===== config.mk =====
export PLATFORM = sky130hd
export DESIGN_NAME = accum_seq
export DESIGN_NICKNAME = d
export VERILOG_FILES = /design/src/rtl/accum_seq.sv
export SDC_FILE = /design/constraint.sdc
export NUM_CORES = 1
export LEC_CHECK = 0
export CAP_MARGIN = 0
export CORE_MARGIN = 5
export CORE_UTILIZATION = 25
export CTS_CLUSTER_SIZE = 28
export DETAILED_ROUTE_END_ITERATION = 8
export GPL_TIMING_DRIVEN = 0
export PLACE_DENSITY = 0.57
export SLEW_MARGIN = 25
export SYNTH_ARGS = -nofsm -noshare
export SYNTH_HDL_FRONTEND = slang
export SYNTH_HIERARCHICAL = 1
export SYNTH_SLANG_ARGS = --single-unit

===== constraint.sdc =====
create_clock -name clk -period 3.99 [get_ports clk]
set_clock_uncertainty 0.2 [all_clocks]
set_input_delay 0.798 -clock clk [delete_from_list [all_inputs] [get_ports clk]]
set_output_delay 0.798 -clock clk [all_outputs]
set_load 0.05 [all_outputs]

===== src/rtl/accum_seq.sv =====
// rtl/accum_seq.sv - windowed signed 16-bit accumulation sequencer around a shared carry-select adder

// 16-bit carry-select adder: four 4-bit blocks, upper blocks precompute both carry-in cases
module CSA_16BIT (
  input  logic [15:0] a,
  input  logic [15:0] b,
  output logic [15:0] sum,
  output logic        cout
);

  logic [4:0] carry;

  assign carry[0] = 1'b0;

  for (genvar k = 0; k < 4; k++) begin : g_blk
    logic [4:0] sum_c0;
    logic [4:0] sum_c1;

    assign sum_c0 = {1'b0, a[4*k +: 4]} + {1'b0, b[4*k +: 4]};
    assign sum_c1 = {1'b0, a[4*k +: 4]} + {1'b0, b[4*k +: 4]} + 5'd1;

    assign sum[4*k +: 4] = carry[k] ? sum_c1[3:0] : sum_c0[3:0];
    assign carry[k+1]    = carry[k] ? sum_c1[4]   : sum_c0[4];
  end

  assign cout = carry[4];

endmodule

// Accepts NUM_TERMS signed products, accumulates one per cycle, then holds the sum until taken
module accum_seq #(
  parameter int NUM_TERMS = 9,
  parameter int CNT_W     = 8,
  parameter int SATURATE  = 1
) (
  input  logic        clk,
  input  logic        rst,
  input  logic        start,
  input  logic        clear,
  input  logic        in_valid,
  input  logic [15:0] in_data,
  output logic        in_ready,
  output logic        out_valid,
  output logic [15:0] out_data,
  input  logic        out_ready,
  output logic        ovf,
  output logic        busy
);

  localparam logic [1:0] ST_IDLE  = 2'd0;
  localparam logic [1:0] ST_ACCUM = 2'd1;
  localparam logic [1:0] ST_DONE  = 2'd2;

  localparam logic [CNT_W-1:0] LAST_CNT = CNT_W'(NUM_TERMS - 1);

  logic [1:0]       state;
  logic [15:0]      acc;
  logic [CNT_W-1:0] cnt;
  logic             ovf_q;

  logic [15:0] raw;
  logic        unused_cout;
  logic        step_ovf;
  logic [15:0] next_acc;
  logic        take;

  // The one accumulation adder of the PE; its carry-out has no meaning for signed sums
  CSA_16BIT u_csa (
    .a    (acc),
    .b    (in_data),
    .sum  (raw),
    .cout (unused_cout)
  );

  assign step_ovf = (acc[15] == in_data[15]) && (raw[15] != acc[15]);
  assign take     = (state == ST_ACCUM) && in_valid;

  // Clamp toward the sign of the running sum when saturating, otherwise keep the wrapped value
  always_comb begin
    next_acc = raw;
    if ((SATURATE != 0) && step_ovf) begin
      next_acc = acc[15] ? 16'h8000 : 16'h7FFF;
    end
  end

  // Window sequencing: clear overrides everything, then per-state handshakes
  always_ff @(posedge clk or posedge rst) begin
    if (rst) begin
      state <= ST_IDLE;
      acc   <= 16'h0000;
      cnt   <= '0;
      ovf_q <= 1'b0;
    end else if (clear) begin
      state <= ST_IDLE;
      ovf_q <= 1'b0;
    end else begin
      case (state)
        ST_IDLE: begin
          if (start) begin
            acc   <= 16'h0000;
            cnt   <= '0;
            ovf_q <= 1'b0;
            state <= ST_ACCUM;
          end
        end
        ST_ACCUM: begin
          if (take) begin
            acc   <= next_acc;
            ovf_q <= ovf_q | step_ovf;
            cnt   <= cnt + 1'b1;
            if (cnt == LAST_CNT) begin
              state <= ST_DONE;
            end
          end
        end
        ST_DONE: begin
          if (out_ready) begin
            state <= ST_IDLE;
          end
        end
        default: state <= ST_IDLE;
      endcase
    end
  end

  assign in_ready  = (state == ST_ACCUM);
  assign out_valid = (state == ST_DONE);
  assign busy      = (state == ST_ACCUM) || (state == ST_DONE);
  assign out_data  = acc;
  assign ovf       = ovf_q;

endmodule


==> impl.org <==
** Detailed routing
- The count of nets left with antenna violations once routing finished came out at 0.
- Across all layers, the routed design uses 1904 vias.
- Routed WL per cell :: 13.27 um
- Met3 wire len :: 182 um
- After detailed routing, the number of remaining DRC violations is 0.
- Ratio of routed vias to standard cells :: 4.633
- Top Layer Used :: met4
- The first detailed-routing pass took 4 iterations.
- The final layout contains routed wiring with a total length of 5453 um.
- After the first detailed-routing iteration, the DRC count stood at 54.
- The detailed router put a total of 2534 um of wire on met1.
- Metal2 WL :: 2692 um

** Pwr
- Overall Power :: 2.039 mW
- Leakage power total :: 1.325 nW
- The worst-case IR drop observed on VDD is 0.2318 mV.
- In this run the power density over the cells is 679.2 nW/um^2.

** Worst setup path
- In this design, the largest share of critical-path delay is due to simple AND/OR/NAND/NOR gates.
- Cell Chain, Critical Path :: dlygate4sd2_1, ha_2, inv_1, fa_2, nor2b_2, o21ai_2, a2111oi_4, buf_4, mux2i_4, mux2i_2, xor2_2, nor3b_4, buf_6, nand2b_4, a21oi_2, nor2_1
- Counting both buffers and inverters, the worst setup path holds a total of 4.
- At the worst endpoint, the required time is 4.01 ns.
- STA classifies the critical path startpoint as an input port.
- Of all nets on the critical path, the largest fanout is 6.
- The slowest stage of the critical path belongs to the cell sky130_fd_sc_hd__fa_2.
- On the worst path, the slowest cell contributes a delay of 0.37 ns.
- STA puts the critical path data arrival time at 3.83 ns.
- The worst setup path is of the in -> reg kind.
- Critical path endpoint category :: register

** Clocking
- Worst-skew pair later-pin latency :: 0.28 ns
- The tree built by TritonCTS fans out to 27 sinks.
- No sink is reached through more buffers than the 2 on the longest clock path.
- Depth of the CTS H-tree :: 1
- Buffer cell driving the clock tree root :: sky130_fd_sc_hd__clkbuf_8
- Post-cts hold buffer count :: 0
- TritonCTS built the clock tree.
- CTS clock-pin slew for the worst setup and hold paths :: 0.11 ns
- Inserted Clock Buffers :: 3

** STA
- Final critical-path share of the clock period :: 0.9539
- Final Max Slew Viols :: 0
- Final Hold Vio Count :: 0
- Final min period :: 3.806 ns
- Static timing analysis puts the maximum clock frequency at 262.7 MHz.
- Slew at the pin with the worst max-slew slack :: 0.6019 ns
- Endpoints failing setup :: 0
- In this run the tightest slew margin relative to its limit is 0.5982.
- Worst slack on hold paths :: 0.3169 ns
- Across all setup checks in the final design, the least slack found is 0.1838 ns.

** Finish
- Share of final-layout standard cells stronger than drive strength 1 :: 0.1551
- Fin cells :: 411
- Area growth from synthesis to layout :: 37.09%
- The number of antenna diodes in the final layout is 0.
- Fin nets :: 356
- Utilization after layout :: 0.3476
- # fillers :: 883

** Die
- Die Y-Extent :: 103.6 um
- 42 I/O pins were placed.
- Effective utilization at floorplan :: 0.2535
- Area of the core :: 8636 um^2
- Die outline width :: 103.6 um
- Number of cell rows :: 34
- Die ar. :: 10730 um^2

** Logic synthesis
- The mapped netlist covers 2190 um^2.
- The number of nets handed over by synthesis was 299.
- Warnings, synthesis :: 6
- Synth Area per Inst :: 8.865 um^2
- Count of mapped cells out of synthesis :: 247

** Worst hold path
- In this run the worst hold path is classified as reg -> reg.

** Global routing
- The number of antenna violations at the first check in global routing was 0.
- Vias in the first global route :: 2017
- For this run, the total global-route usage over all layers was measured as 0.1007.
- Grt total ovfl :: 0
- Maximum number of pins on one net before global-route repair :: 28
- The first global-routing pass estimated 9259 um of wire.

** Placement
- During placement, the flow inserted port buffers numbering 41.
- RePlAce Congestion :: 0.7915
- Detail Placement HPWL :: 3975 um
- The number of placed instances, taps included, is 396.
- At the placement stage, the worst setup path has a slack of -0.9130 ns.

** Run
- Max-capacitance violation count :: 0

** Run status
- Result of the run :: finished, final reports clean
per-stage QoR:
| stage | setup TNS [ns] | instance area (um^2) |
|---|---|---|
| 3_5_place_dp | -13.11 | 2748 |
| 5_1_grt | -0.001425 | 3002 |
| 4_1_cts | 0 | 2898 |
| 3_3_place_gp | -12.63 | 2748 |
| 6_report | 0 | 3002 |
| 2_1_floorplan | 0 | 2202 |
power by group:
| group | total (mW) | switching, mW | internal, mW |
|---|---|---|---|
| clock | 0.168 | 0.0960 | 0.0719 |
| combinational | 1.44 | 0.809 | 0.628 |
| sequential | 0.434 | 0.0844 | 0.350 |
area by class of cell:
class	instances	area (um^2)	area share
multi-input cells	194	1529	0.5094
flip-flops and latches	27	675.6	0.2251
repair buffers	52	501.7	0.1672
well taps	108	135.1	0.04502
inverters	19	71.32	0.02376
clock buffers	4	45.04	0.01501
plain buffers	7	43.79	0.01459
metal layers:
layer,track usage,up-vias
met5,0,-
met1,0.1252,907
met4,0.02156,0
met2,0.1776,22
met3,0.02177,4
li1,-,971
what timing repair did:
item / in CTS / in global routing
gates resized for setup: 19 / 21
gates cloned: 0 / 1
buffers inserted: 7 / 3
hold endpoints to repair: 0 / 0
endpoints found under the setup margin: 17 / 17
pin swaps: 7 / 9
state kept, by name, summed over array words and instances (netlist names):
register and cells:
out_data 16, cnt 8, state 2, ovf 1
layout by cell type, fill, tap and decap left out, types with 4 or more instances in the layout:
cell type / n
sky130_fd_sc_hd__o21ai_1: 7
sky130_fd_sc_hd__nand3_1: 5
sky130_fd_sc_hd__clkdlybuf4s50_1: 35
sky130_fd_sc_hd__ha_1: 20
sky130_fd_sc_hd__nor2_1: 5
sky130_fd_sc_hd__a21oi_1: 21
sky130_fd_sc_hd__a21o_1: 4
sky130_fd_sc_hd__xnor2_1: 9
sky130_fd_sc_hd__nand2_1: 33
sky130_fd_sc_hd__mux2i_1: 4
sky130_fd_sc_hd__xor2_1: 4
sky130_fd_sc_hd__buf_4: 11
sky130_fd_sc_hd__inv_1: 17
sky130_fd_sc_hd__dfrtp_1: 27
sky130_fd_sc_hd__o21ai_0: 24
final timing paths:
kind / start / endpoint / slack, ns / depth (start not counted)
max in group asynchronous: rst / out_data[11] / 2.50 / 2
min: cnt[5] / cnt[5] / 0.32 / 1
min in group asynchronous: rst / cnt[5] / 0.70 / 2
min reg2reg: cnt[5] / cnt[5] / 0.32 / 1
max: in_data[0] / ovf / 0.18 / 16
max reg2reg: out_data[4] / ovf / 0.45 / 14
No activity file was read; power rests on OpenSTA's default activity.
